`config.mk`:
```
export PLATFORM = sky130hd
export DESIGN_NAME = freq_meter_seq_flat
export DESIGN_NICKNAME = d
export VERILOG_FILES = /design/src/rtl/freq_meter_pkg.sv /design/src/rtl/freq_meter_seq_if.sv /design/src/rtl/freq_gate_timer.sv /design/src/rtl/freq_meter_seq.sv /design/src/flat_wrapper.sv
export SDC_FILE = /design/constraint.sdc
export NUM_CORES = 1
export LEC_CHECK = 0
export BUFFER_PORTS_ARGS = -buffer_cell sky130_fd_sc_hd__buf_4
export CAP_MARGIN = 20
export CELL_PAD_IN_SITES_DETAIL_PLACEMENT = 1
export CELL_PAD_IN_SITES_GLOBAL_PLACEMENT = 1
export CORE_MARGIN = 10
export CORE_UTILIZATION = 43
export DETAILED_ROUTE_END_ITERATION = 6
export GPL_TIMING_DRIVEN = 0
export PLACE_DENSITY_LB_ADDON = 0.1
export REMOVE_ABC_BUFFERS = 1
export SYNTH_ARGS = -nofsm -noshare
export SYNTH_HDL_FRONTEND = slang
export SYNTH_SLANG_ARGS = --single-unit
```
`constraint.sdc`:
```
create_clock -name c_clk -period 2.95 [get_ports c_clk]
set_clock_uncertainty 0.2 [all_clocks]
set_input_delay 0.295 -clock c_clk [delete_from_list [all_inputs] [get_ports c_clk]]
set_output_delay 0.295 -clock c_clk [all_outputs]
set_load 0.03 [all_outputs]
```
`src/rtl/freq_meter_pkg.sv`:
```
// Shared types and constants for the frequency-meter measurement sequencer.
// The optional autorange feature is controlled by FREQ_SEQ_AUTORANGE_EN (see freq_meter_seq).
package freq_meter_pkg;

  typedef enum logic [2:0] {
    IDLE,
    CLR,
    GATE,
    LATCH,
    HOLD
  } state_t;

  localparam int RANGE_W = 2;
  localparam logic [RANGE_W-1:0] MAX_RANGE = 2'd3;
  localparam int RANGE_SHIFT = 3;

  // Largest of three lengths; sizes the shared phase timer.
  function automatic int max3(input int a, input int b, input int c);
    int m;
    m = (a > b) ? a : b;
    return (m > c) ? m : c;
  endfunction

  // Gate window for a range: each range step shortens the gate by 8x, never below one cycle.
  function automatic int gate_len(input int gate_cycles, input logic [RANGE_W-1:0] rng);
    int g;
    g = gate_cycles >> (RANGE_SHIFT * int'(rng));
    return (g < 1) ? 1 : g;
  endfunction

endpackage

```
`src/rtl/freq_meter_seq_if.sv`:
```
// Control/strobe bundle between run control, the sequencer and the counter datapath.
interface freq_meter_seq_if;
  import freq_meter_pkg::*;

  logic               run;
  logic               single;
  logic               ovf;
  logic               w_enable;
  logic               clear;
  logic               save;
  logic               busy;
  logic               meas_done;
  logic [RANGE_W-1:0] range;

  modport master (
    output run, single, ovf,
    input  w_enable, clear, save, busy, meas_done, range
  );

  modport slave (
    input  run, single, ovf,
    output w_enable, clear, save, busy, meas_done, range
  );
endinterface

```
`src/rtl/freq_gate_timer.sv`:
```
// Loadable down-counter that times every sequencer phase; zero marks the last cycle of a phase.
module freq_gate_timer #(
  parameter int W = 8
) (
  input  logic         c_clk,
  input  logic         reset,
  input  logic         load,
  input  logic [W-1:0] length,
  output logic         zero
);

  logic [W-1:0] count;

  // Load length-1 on phase entry, then count down and rest at zero.
  // NOTE: sequential state uses non-blocking assignments and an async reset so every
  // register updates from pre-edge values and clears without waiting for a clock.
  always_ff @(posedge c_clk or posedge reset) begin
    if (reset) begin
      count <= '0;
    end else if (load) begin
      count <= length - W'(1);
    end else if (count != '0) begin
      count <= count - W'(1);
    end
  end

  assign zero = (count == '0);

endmodule

```
`src/rtl/freq_meter_seq.sv`:
```
// Measurement sequencer: schedules clear -> gate -> latch -> hold strobes for the
// counter datapath, in one-shot or continuous mode.
// Optional macro FREQ_SEQ_AUTORANGE_EN: on gate overflow, retry with an 8x shorter gate.
module freq_meter_seq
  import freq_meter_pkg::*;
#(
  parameter int GATE_CYCLES = 1000,
  parameter int CLR_CYCLES  = 2,
  parameter int HOLD_CYCLES = 10
) (
  input  logic             c_clk,
  input  logic             reset,
  freq_meter_seq_if.slave  bus
);

  localparam int TIMER_W = $clog2(max3(GATE_CYCLES, CLR_CYCLES, HOLD_CYCLES) + 1);

  state_t               state;
  state_t               state_next;
  logic                 load;
  logic [TIMER_W-1:0]   load_len;
  logic                 zero;
  logic [RANGE_W-1:0]   range_q;
  logic                 retry;

  freq_gate_timer #(.W(TIMER_W)) u_timer (
    .c_clk  (c_clk),
    .reset  (reset),
    .load   (load),
    .length (load_len),
    .zero   (zero)
  );

`ifdef FREQ_SEQ_AUTORANGE_EN
  logic ovf_flag;

  // Sticky overflow seen during the gate; cleared on every entry to CLR.
  always_ff @(posedge c_clk or posedge reset) begin
    if (reset) begin
      ovf_flag <= 1'b0;
    end else if (state_next == CLR) begin
      ovf_flag <= 1'b0;
    end else if (state == GATE && bus.ovf) begin
      ovf_flag <= 1'b1;
    end
  end

  // Range restarts at 0 for each new run and steps up on an overflow retry.
  always_ff @(posedge c_clk or posedge reset) begin
    if (reset) begin
      range_q <= '0;
    end else if (state == IDLE && state_next == CLR) begin
      range_q <= '0;
    end else if (state == LATCH && retry) begin
      range_q <= range_q + RANGE_W'(1);
    end
  end

  assign retry = ovf_flag && (range_q != MAX_RANGE);
`else
  assign retry   = 1'b0;
  assign range_q = '0;
`endif

  // State register.
  always_ff @(posedge c_clk or posedge reset) begin
    if (reset) begin
      state <= IDLE;
    end else begin
      state <= state_next;
    end
  end

  // Next-state and timer load; the timer is loaded with the new phase length on each entry.
  // NOTE: every output of this block gets a default first, so no path can infer a latch.
  always_comb begin
    state_next = state;
    load       = 1'b0;
    load_len   = TIMER_W'(CLR_CYCLES);
    case (state)
      IDLE: begin
        if (bus.run || bus.single) begin
          state_next = CLR;
          load       = 1'b1;
        end
      end
      CLR: begin
        if (zero) begin
          state_next = GATE;
          load       = 1'b1;
          load_len   = TIMER_W'(gate_len(GATE_CYCLES, range_q));
        end
      end
      GATE: begin
        if (zero) begin
          state_next = LATCH;
          load       = 1'b1;
          load_len   = TIMER_W'(1);
        end
      end
      LATCH: begin
        load = 1'b1;
        if (retry) begin
          state_next = CLR;
        end else begin
          state_next = HOLD;
          load_len   = TIMER_W'(HOLD_CYCLES);
        end
      end
      HOLD: begin
        if (zero) begin
          if (bus.run) begin
            state_next = CLR;
            load       = 1'b1;
          end else begin
            state_next = IDLE;
          end
        end
      end
      default: state_next = IDLE;
    endcase
  end

  // Moore strobes decoded from registered state only, so they are mutually exclusive.
  assign bus.clear     = (state == CLR);
  assign bus.w_enable  = (state == GATE);
  assign bus.save      = (state == LATCH) && !retry;
  assign bus.meas_done = (state == LATCH) && !retry;
  assign bus.busy      = (state != IDLE);
  assign bus.range     = range_q;

endmodule

```
`src/flat_wrapper.sv`:
```
// flat-port wrapper written by rule: the top's interface ports become plain ports
module freq_meter_seq_flat import freq_meter_pkg::*;
#(
  parameter int GATE_CYCLES = 1000,
  parameter int CLR_CYCLES  = 2,
  parameter int HOLD_CYCLES = 10
)
  (c_clk, reset, bus_run, bus_single, bus_ovf, bus_w_enable, bus_clear, bus_save, bus_busy, bus_meas_done, bus_range);
  freq_meter_seq_if bus_i ();
  input  logic c_clk;
  input  logic reset;
  input wire logic [$bits(bus_i.run)-1:0] bus_run;
  input wire logic [$bits(bus_i.single)-1:0] bus_single;
  input wire logic [$bits(bus_i.ovf)-1:0] bus_ovf;
  output wire logic [$bits(bus_i.w_enable)-1:0] bus_w_enable;
  output wire logic [$bits(bus_i.clear)-1:0] bus_clear;
  output wire logic [$bits(bus_i.save)-1:0] bus_save;
  output wire logic [$bits(bus_i.busy)-1:0] bus_busy;
  output wire logic [$bits(bus_i.meas_done)-1:0] bus_meas_done;
  output wire logic [$bits(bus_i.range)-1:0] bus_range;
  assign bus_i.run = bus_run;
  assign bus_i.single = bus_single;
  assign bus_i.ovf = bus_ovf;
  assign bus_w_enable = bus_i.w_enable;
  assign bus_clear = bus_i.clear;
  assign bus_save = bus_i.save;
  assign bus_busy = bus_i.busy;
  assign bus_meas_done = bus_i.meas_done;
  assign bus_range = bus_i.range;
  freq_meter_seq #(.GATE_CYCLES(GATE_CYCLES), .CLR_CYCLES(CLR_CYCLES), .HOLD_CYCLES(HOLD_CYCLES)) u_core (.c_clk(c_clk), .reset(reset), .bus(bus_i));
endmodule
```
==> metrics, run 1 <==
DP HPWL=1860 um; Final setup violation count=0; Syn Inst Count=106; max_slew headroom=56.4%; clock sinks=13; main area contributors after synthesis=dfrtp_1 (33%), nand2_1 (3.8%), a21oi_1 (3.5%); clock-pin slew on the worst setup and hold paths=90 ps; CP arrival=2740 ps; post-CTS setup buffer count=0; row cnt=17; Routed WL per cell=18.0 um; #FFs+latches synth=13; Post-synth EDFFs=0; H-tree depth=1; Hold Crit Class=input port to flip-flop; core region area=2190 um2; post-route minimum period=2750 ps; Synth top area share=33.0%; Avg Vias per Cell=6.24; drt drc=0; pwr/cell area=293 nW/um2; fillcell total=261; maximum capacitance violations=0; chip height=67.9 um; nets=119; period utilization=93.4%; CTS tree=done; Worst Tran Pin Value=649 ps; Max Slew Vio Count=0; top_reg_cell synth=dfrtp_1; Final Hold Viols=0; multi-input logic area=589 um2; synth unique cells=50; Required @ worst endpoint=2940 ps; synthesized area=987 um2; ANT nets after route=0; Clock Latency Late Sink=280 ps; Yosys top cell by area=dfrtp_1; crit end category=flip-flop; Tot Pwr=309 uW; Syn Area/Cell=9.31 um2; GPL Wtd Cong=0.803; first-pass GRT wire length=3970 um; Routed WL=2510 um; r2r startpoint=u_core.state[1]$_DFFE_PP0P_; area grow syn2layout=7.10%; FF-to-FF End=u_core.u_timer.count[6]$_DFFE_PP0P_; register area share after synthesis=33.0%; FF/Latch Area=329 um2; hold path cells=4; YS warnings=0; Worst setup SP type=flip-flop; ys async rst share=100%; outcome=complete, no violations; Initial Util=45.1%; vias=873; RSZ-0062 raised after global routing=false; port bufs=8; cell count of the worst reg-to-reg path=9; # diodes=0; Hold EP=u_core.state[0]$_DFFE_PP0P_; largest net degree at the start of global routing=14; Setup TNS=0 ps; DRT iter0 DRCs=37; Die W=67.9 um; vias in the first global route=795; Fmax achieved=363 MHz; GRT Total Usage=11.1%; router iterations before antenna repair=4; CP max FO=12; kind of critical path=flip-flop to flip-flop; Max Root-Sink Buffers=2; number of CTS-inserted buffers=3; Static Leak=0.401 nW; Worst VDD drop=0.000194 V; GRT overflow=0; register-to-register setup slack=200 ps; initial antenna violation count=0; share of layout cells above drive strength 1=24.1%; IO Count=12; hold_sp=bus_run; die area=4610 um2; Root Driver=clkbuf_4
[worst max-delay path by stage]
stage / cells after the start / startpoint / end
final: 9 / u_core.state[1]$_DFFE_PP0P_ / u_core.u_timer.count[6]$_DFFE_PP0P_
after global routing: 9 / u_core.state[1]$_DFFE_PP0P_ / u_core.u_timer.count[6]$_DFFE_PP0P_
after CTS: 9 / u_core.state[1]$_DFFE_PP0P_ / u_core.u_timer.count[6]$_DFFE_PP0P_
after detailed placement: 9 / u_core.state[1]$_DFFE_PP0P_ / u_core.u_timer.count[6]$_DFFE_PP0P_
after global placement: 9 / u_core.state[1]$_DFFE_PP0P_ / u_core.u_timer.count[6]$_DFFE_PP0P_
after floorplan: 9 / u_core.state[1]$_DFFE_PP0P_ / u_core.u_timer.count[6]$_DFFE_PP0P_
[per-layer routing]
| layer | vias to the layer above | wire (um) | track usage [%] |
|---|---|---|---|
| met5 | - | 0 | 0 |
| met4 | 0 | 25 | 3.02 |
| met3 | 5 | 170 | 3.43 |
| met2 | 28 | 1080 | 16.0 |
| met1 | 431 | 1240 | 15.6 |
| li1 | 409 | - | - |
[synthesized netlist by cell type, types with 2 or more instances]
cell and count:
nor2b_1 2, buf_4 4, nand2_1 10, nand3_1 2
inv_1 2, o21a_1 2, o211ai_1 2, a21oi_1 7
nor3_1 4, o22ai_1 3, dfrtp_1 13, o211a_1 2
nor2_1 6, buf_6 3, nor4_1 2, o21ai_0 7
or3_1 2
[worst max-delay path, stage by stage (launching register included)]
cell and delay (ps):
dfrtp_2 490, nor3b_1 200, or3_1 520, nand2_1 120, nand2_1 70, o21ai_0 210
ha_1 280, o211a_1 220, xnor2_1 80, a211oi_1 250
[through the flow]
step / setup WS (ps) / area, um2 / util (%) / hold WS [ps] / instances
2_1_floorplan: 23.1 / 922 / - / -28.0 / 99
3_3_place_gp: 238 / 1020 / 46.4 / 163 / 135
3_5_place_dp: 151 / 1020 / 46.4 / 172 / 135
4_1_cts: 114 / 1050 / 48.1 / 285 / 140
5_1_grt: 9.76 / 1060 / 48.3 / 324 / 140
6_report: 196 / 1060 / 48.3 / 274 / 140
[state kept, by name, indices dropped and copies added, names as in the netlist]
signal,count
u_core.u_timer.count,10
u_core.state,3
[power by group]
part	switching, mW	internal [mW]	total, mW
logic	0.00956	0.00455	0.0141
clock network	0.0646	0.0525	0.117
registers	0	0.178	0.178
[timing repair]
action                     in CTS  in global routing
hold buffers                    1                  0
setup endpoints to repair       0                  2
resized for setup               0                  3
hold endpoints to repair       13                  0
[cell usage in the layout (no fill, tap or decap), types with 2 or more instances in the layout]
cell type and instances:
nand2_1 10, dfrtp_1 10, buf_4 8, a21oi_1 7, o21ai_0 7, nor2_1 6, nor3_1 4, o22ai_1 3
clkbuf_4 3, dfrtp_2 3, nor4_1 2, inv_1 2, or3_1 2, nor2b_1 2, o211a_1 2, o21a_1 2
nand3_1 2, o211ai_1 2, conb_1 2
[area by class of cell]
class / count / area share (%)
multi-input combinational: 84 / 55.7
sequential: 13 / 31.1
timing repair buffer: 9 / 6.63
tap: 28 / 3.31
clock buffer: 4 / 2.49
inverter: 2 / 0.710
[logic make-up (layout without fill, tap and decap cells)]
kind of cell	count (synthesis)	count (layout)	synth area share, %
simple gates	40	40	24.2
xor+xnor	1	1	0.887
other cells	1	2	0.380
flops	13	13	33.0
fa+ha+maj	1	1	1.27
mux	1	1	1.01
buf+inv	10	15	7.73
compound gates	39	39	31.6
Power figures use the tool's default switching activity.
==> run 2, diff against run 1 <==
CORE_UTILIZATION = 45   (was 43)
clock period = 3.2 ns   (was 2.95 ns; I/O delays follow)
==> run 2 against run 1 <==
- fmax is 1.1% lower
- via count decreased by 5.8%
- clock power down 14%
- sequential share of layout area shrank 0.21 points
- flip-flop and latch count stayed put
- routed wire length is 9.7% lower
- non-clock buffer count unchanged
- critical path depth is the same
- largest power group unchanged
- clock-buffer cell count unchanged
- setup slack improved by 220 ps
- sequential power fell by 8%
- worst hold slack gained 39 ps
==> metrics, run 2 (synthesis gave the netlist of run 1 again) <==
area grow syn2layout=6.59% (was 7.10%); outcome=complete, no violations (unchanged); H-tree depth=1 (unchanged); Routed WL=2270 um (was 2510 um); Internal=217 uW (was 235 uW); Static Leak=0.404 nW (was 0.401 nW); hold path cells=4 (unchanged); FF-to-FF End=u_core.u_timer.count[6]$_DFFE_PP0P_ (unchanged); Final Hold Viols=0 (unchanged); largest net degree at the start of global routing=14 (unchanged); CP max FO=12 (unchanged); ANT nets after route=0 (unchanged); worst path cell trace=nor3b_1 -> or3_1 -> nand2_1 -> nand2_1 -> o21ai_0 -> ha_1 -> o211a_1 -> xnor2_1 -> a211oi_1 (unchanged); Comb pwr share=4.5% (was 4.6%); nets=119 (unchanged); initial antenna violation count=0 (unchanged); post-route insts no fill=139 (was 140); GRT Total Usage=10.8% (was 11.1%); post-route minimum period=2790 ps (was 2750 ps); row cnt=16 (was 17); Largest Register=u_core.u_timer.count (unchanged); max_slew headroom=56.6% (was 56.4%); port bufs=8 (unchanged); Sequential Power Share=59.0% (was 57.6%); top flop regs=u_core.u_timer.count (10), u_core.state (3) (unchanged); clock sinks=13 (unchanged); GRT overflow=0 (unchanged); crit end category=flip-flop (unchanged); Most Frequent Cell on Critical Path=nand2_1 (unchanged); Slowest-stage cell, CP=or3_1 (unchanged); Setup TNS=0 ps (unchanged); Worst VDD drop=0.000226 V (was 0.000194 V); Clock Latency Late Sink=280 ps (about the same); number of CTS-inserted buffers=3 (unchanged); Post-Place Cells=134 (was 135); Root Driver=clkbuf_4 (unchanged); maximum capacitance violations=0 (unchanged); vias in the first global route=779 (was 795); Routed WL per cell=16.3 um (was 18.0 um); router iterations before antenna repair=4 (unchanged); pwr/cell area=264 nW/um2 (was 293 nW/um2); Final setup violation count=0 (unchanged); share of layout cells above drive strength 1=21.4% (was 24.1%); r2r startpoint=u_core.state[1]$_DFFE_PP0P_ (unchanged); chip height=66.8 um (was 67.9 um); kind of critical path=flip-flop to flip-flop (unchanged); switching share of power=22.1% (was 24.0%); first-pass GRT wire length=3800 um (was 3970 um); RSZ-0062 raised after global routing=false (unchanged); clock share of power=36.5% (was 37.9%); # diodes=0 (unchanged); DRT iter0 DRCs=21 (was 37); cell family with most CP delay=simple AND/OR/NAND/NOR gates (unchanged); CTS tree=done (unchanged); Hold Crit Class=input port to flip-flop (unchanged); core region area=2020 um2 (was 2190 um2); cell count of the worst reg-to-reg path=9 (unchanged); IO Count=12 (unchanged); cts repair resizes=0 (unchanged); CP max stage delay=540 ps (was 520 ps); drt drc=0 (unchanged); clock-pin slew on the worst setup and hold paths=70 ps (was 90 ps); Avg Vias per Cell=5.91 (was 6.24); Max Root-Sink Buffers=2 (unchanged); Die W=66.8 um (was 67.9 um); max FFs per register=10 (unchanged); hold_sp=bus_run (unchanged); GPL Wtd Cong=0.759 (was 0.803); Worst Path Buf+Inv=0 (unchanged); period utilization=87.0% (was 93.4%); Required @ worst endpoint=3180 ps (was 2940 ps); CP arrival=2770 ps (was 2740 ps); switching pwr=61.5 uW (was 74.2 uW); most frequent cells in the layout=dfrtp_1 (13), nand2_1 (10), buf_4 (8) (was nand2_1 (10), dfrtp_1 (10), buf_4 (8)); Worst Tran Pin Value=646 ps (was 649 ps); die area=4470 um2 (was 4610 um2); fin area=1050 um2 (was 1060 um2); Cell Area, Placed=1020 um2 (about the same); Initial Util=48.8% (was 45.1%); vias=822 (was 873); DP HPWL=1740 um (was 1860 um); Fmax achieved=359 MHz (was 363 MHz); register-to-register setup slack=410 ps (was 200 ps); Max Slew Vio Count=0 (unchanged); Worst setup SP type=flip-flop (unchanged); Hold EP=u_core.state[0]$_DFFE_PP0P_ (unchanged); most common cell after layout, fill and taps aside=dfrtp_1
## run 2: cell counts in the layout (fill, tap and decap cells not counted)
No cell type changed its count.
## run 2: worst register-to-register path: stages, from the launching register on
cell	delay, ps
dfrtp_1	510
nor3b_1	230
or3_1	540
nand2_1	120
nand2_1	90
o21ai_0	190
ha_1	270
o211a_1	220
xnor2_1	80
a211oi_1	250
## run 2: what timing repair did
action                                 CTS  global route
endpoints found under the hold margin   13             0
setup buffers                            0             0
hold buffers                             1             0
## run 2: how the worst max path moves through the flow
| stage | cells after the start | from | end | slack [ps] |
|---|---|---|---|---|
| after global routing | 9 | u_core.state[1]$_DFFE_PP0P_ | u_core.u_timer.count[6]$_DFFE_PP0P_ | 190 |
| after CTS | 9 | u_core.state[1]$_DFFE_PP0P_ | u_core.u_timer.count[6]$_DFFE_PP0P_ | 410 |
| after floorplan | 9 | u_core.state[1]$_DFFE_PP0P_ | u_core.u_timer.count[6]$_DFFE_PP0P_ | 270 |
| after global placement | 9 | u_core.state[1]$_DFFE_PP0P_ | u_core.u_timer.count[6]$_DFFE_PP0P_ | 480 |
| final | 9 | u_core.state[1]$_DFFE_PP0P_ | u_core.u_timer.count[6]$_DFFE_PP0P_ | 410 |
| after detailed placement | 9 | u_core.state[1]$_DFFE_PP0P_ | u_core.u_timer.count[6]$_DFFE_PP0P_ | 440 |
## run 2: cell type report
cell class / count / area (um2)
Inverter: 2 / 7.51
Clock buffer: 4 / 26.3
Fill cell: 244 / 970
Multi-Input combinational cell: 84 / 589
Tap cell: 27 / 33.8
Sequential cell: 13 / 325
Timing Repair Buffer: 9 / 70.1
## run 2: layer usage
metal	routed length, um	global-route usage (%)
met5	0	0
met4	21	3.14
met3	108	3.85
met2	1000	16.4
met1	1140	13.9
## run 2: power groups by stage
stage	sequential [mW]	clock, mW	combinational [mW]
after floorplan	0.167	0	0.00742
after global placement	0.167	0	0.0118
after detailed placement	0.167	0	0.0119
after CTS	0.164	0.107	0.0128
after global routing	0.164	0.115	0.0139
final	0.164	0.101	0.0126
## run 2: metrics by stage
stage | hold slack (ps) | setup WS (ps) | util [%] | power, mW
CTS | 314 | 411 | 52.0 | 0.284
finish | 313 | 415 | 52.0 | 0.278
detailed placement | 186 | 442 | 50.2 | 0.179
global route | 354 | 188 | 52.0 | 0.294
global placement | 182 | 481 | 50.2 | 0.179
floorplan | -3.04 | 273 | - | 0.175
==> run 3, diff against run 2 <==
CORE_UTILIZATION = 43   (was 45)
clock period = 2.71 ns   (was 3.2 ns; I/O delays follow)
==> run 3 against run 2 <==
- die area increased by 3.3%
- clock power grew 26%
- fmax is 9.6% higher
- sequential share of layout area fell by 0.96 points
- sequential power grew 18%
- register-to-register slack lost 240 ps
- flip-flop and latch count is the same
- power is 21% higher
- global-route usage increased by 0.54 points
- critical path type unchanged
- largest cell class unchanged
==> metrics, run 3 (synthesis gave the netlist of run 1 again) <==
outcome=complete, no violations (unchanged); kind of critical path=flip-flop to flip-flop (unchanged); Root Driver=clkbuf_4 (unchanged); ANT nets after route=0 (unchanged); initial antenna violation count=0 (unchanged); Clock Latency Late Sink=280 ps (about the same); DRT iter0 DRCs=29 (was 21); crit end category=flip-flop (unchanged); vias=872 (was 822); Worst Path Buf+Inv=0 (unchanged); Worst setup SP type=flip-flop (unchanged); first-pass GRT wire length=4060 um (was 3800 um); Tot Pwr=336 uW (was 278 uW); Routed WL=2540 um (was 2270 um); register-to-register setup slack=170 ps (was 410 ps); r2r startpoint=u_core.state[1]$_DFFE_PP0P_ (unchanged); critical path depth=9 (unchanged); vias in the first global route=810 (was 779); Required @ worst endpoint=2700 ps (was 3180 ps); Max Slew Vio Count=0 (unchanged); Hold Crit Class=input port to flip-flop (unchanged); fillcell total=256 (was 244); worst hold slack=254 ps (was 313 ps); max FFs per register=10 (unchanged); worst path cell trace=nor3b_1 -> or3_4 -> nand2_1 -> nand2_1 -> o21ai_1 -> ha_2 -> o211a_1 -> xnor2_1 -> a211oi_1 (was nor3b_1 -> or3_1 -> nand2_1 -> nand2_1 -> o21ai_0 -> ha_1 -> o211a_1 -> xnor2_1 -> a211oi_1); Final Hold Viols=0 (unchanged); row cnt=17 (was 16); hold_sp=bus_run (unchanged); Initial Util=45.1% (was 48.8%); CP arrival=2530 ps (was 2770 ps); Routed WL per cell=17.8 um (was 16.3 um); core region area=2190 um2 (was 2020 um2); cell count of the worst reg-to-reg path=9 (unchanged); DP HPWL=1860 um (was 1740 um); FF-to-FF End=u_core.u_timer.count[6]$_DFFE_PP0P_ (unchanged); chip height=67.9 um (was 66.8 um); most common cell after layout, fill and taps aside=buf_4 (was dfrtp_1); Fmax achieved=394 MHz (was 359 MHz); Setup TNS=0 ps (unchanged); share of layout cells above drive strength 1=30.4% (was 21.4%); router iterations before antenna repair=4 (unchanged); CP max stage delay=470 ps (was 540 ps); Die W=67.9 um (was 66.8 um); # diodes=0 (unchanged); largest net degree at the start of global routing=14 (unchanged); die area=4610 um2 (was 4470 um2); Final setup violation count=0 (unchanged); hold path cells=4 (unchanged); number of CTS-inserted buffers=3 (unchanged); multi-input logic area=608 um2 (was 589 um2); FF/Latch Area=329 um2 (was 325 um2); Post-Place Cells=135 (was 134); Static Leak=0.412 nW (was 0.404 nW); GPL Wtd Cong=0.803 (was 0.759); Most Frequent Cell on Critical Path=nand2_1 (unchanged); Avg Vias per Cell=6.10 (was 5.91); Largest Register=u_core.u_timer.count (unchanged); post-route minimum period=2540 ps (was 2790 ps); top flop regs=u_core.u_timer.count (10), u_core.state (3) (unchanged); post-route insts no fill=143 (was 139); GRT overflow=0 (unchanged); Worst VDD drop=0.000211 V (was 0.000226 V); max_slew headroom=57.3% (was 56.6%); fin area=1100 um2 (was 1050 um2); Max Root-Sink Buffers=2 (unchanged); most frequent cells in the layout=buf_4 (11), dfrtp_1 (10), nand2_1 (9) (was dfrtp_1 (13), nand2_1 (10), buf_4 (8)); Hold EP=u_core.state[0]$_DFFE_PP0P_ (unchanged); area grow syn2layout=11.3% (was 6.59%); port bufs=8 (unchanged); clock-pin slew on the worst setup and hold paths=90 ps (was 70 ps); CP max FO=10 (was 12); cell family with most CP delay=simple AND/OR/NAND/NOR gates (unchanged); Worst Tran Pin Value=635 ps (was 646 ps); GRT Total Usage=11.4% (was 10.8%); Slowest-stage cell, CP=dfrtp_2 (was or3_1); pwr/cell area=306 nW/um2 (was 264 nW/um2); H-tree depth=1 (unchanged); period utilization=93.7% (was 87.0%); nets=122 (was 119); CTS tree=done (unchanged); clock sinks=13 (unchanged); drt drc=0 (unchanged); Cell Area, Placed=1020 um2 (about the same); IO Count=12 (unchanged); maximum capacitance violations=0 (unchanged)
==> run 3: where the power goes <==
part	switching [mW]	leakage, nW	internal [mW]	total (mW)
logic	0.0105	0.266	0.00496	0.0154
clock network	0.0700	0.0150	0.0572	0.127
registers	0	0.131	0.194	0.194
==> run 3: how the worst max path moves through the flow <==
stage,slack (ps),from,to
floorplan,-220,u_core.state[1]$_DFFE_PP0P_,u_core.u_timer.count[6]$_DFFE_PP0P_
global placement,-2,u_core.state[1]$_DFFE_PP0P_,u_core.u_timer.count[6]$_DFFE_PP0P_
detailed placement,-90,u_core.state[1]$_DFFE_PP0P_,u_core.u_timer.count[6]$_DFFE_PP0P_
CTS,10,u_core.state[2]$_DFFE_PP0P_,u_core.u_timer.count[6]$_DFFE_PP0P_
global route,-20,u_core.state[0]$_DFFE_PP0P_,u_core.u_timer.count[6]$_DFFE_PP0P_
finish,170,u_core.state[1]$_DFFE_PP0P_,u_core.u_timer.count[6]$_DFFE_PP0P_
==> run 3: area by class of cell <==
cell class / count / share of cell area (%)
sequential: 13 / 30.0
timing repair buffer: 12 / 8.43
multi-input combinational: 84 / 55.4
tap: 28 / 3.19
inverter: 2 / 0.683
clock buffer: 4 / 2.39
==> run 3: repair_timing <==
item / CTS / global route
buffers inserted: 0 / 3
gates resized for setup: 2 / 7
endpoints found under the hold margin: 13 / 0
hold buffers: 1 / 0
setup endpoints to repair: 2 / 3
==> run 3: through the flow <==
step,setup slack [ps],util (%)
global route,-16.7,50.1
CTS,13.7,48.4
floorplan,-217,-
detailed placement,-89.3,46.4
global placement,-2.01,46.4
finish,170,50.1
==> run 3: worst min-delay path: cells and delay by family <==
family | cells | cell delay (ps)
buffers and inverters | 1 | 90
AOI/OAI and AO/OA | 3 | 340
==> run 3: layer usage <==
metal / part of all wire (%) / global-route usage (%) / vias to the layer above
met4: 0.59 / 3.02 / 0
met2: 45 / 16.9 / 18
li1: - / - / 414
met3: 5.9 / 3.43 / 3
met1: 48 / 15.5 / 437
met5: 0 / 0 / -
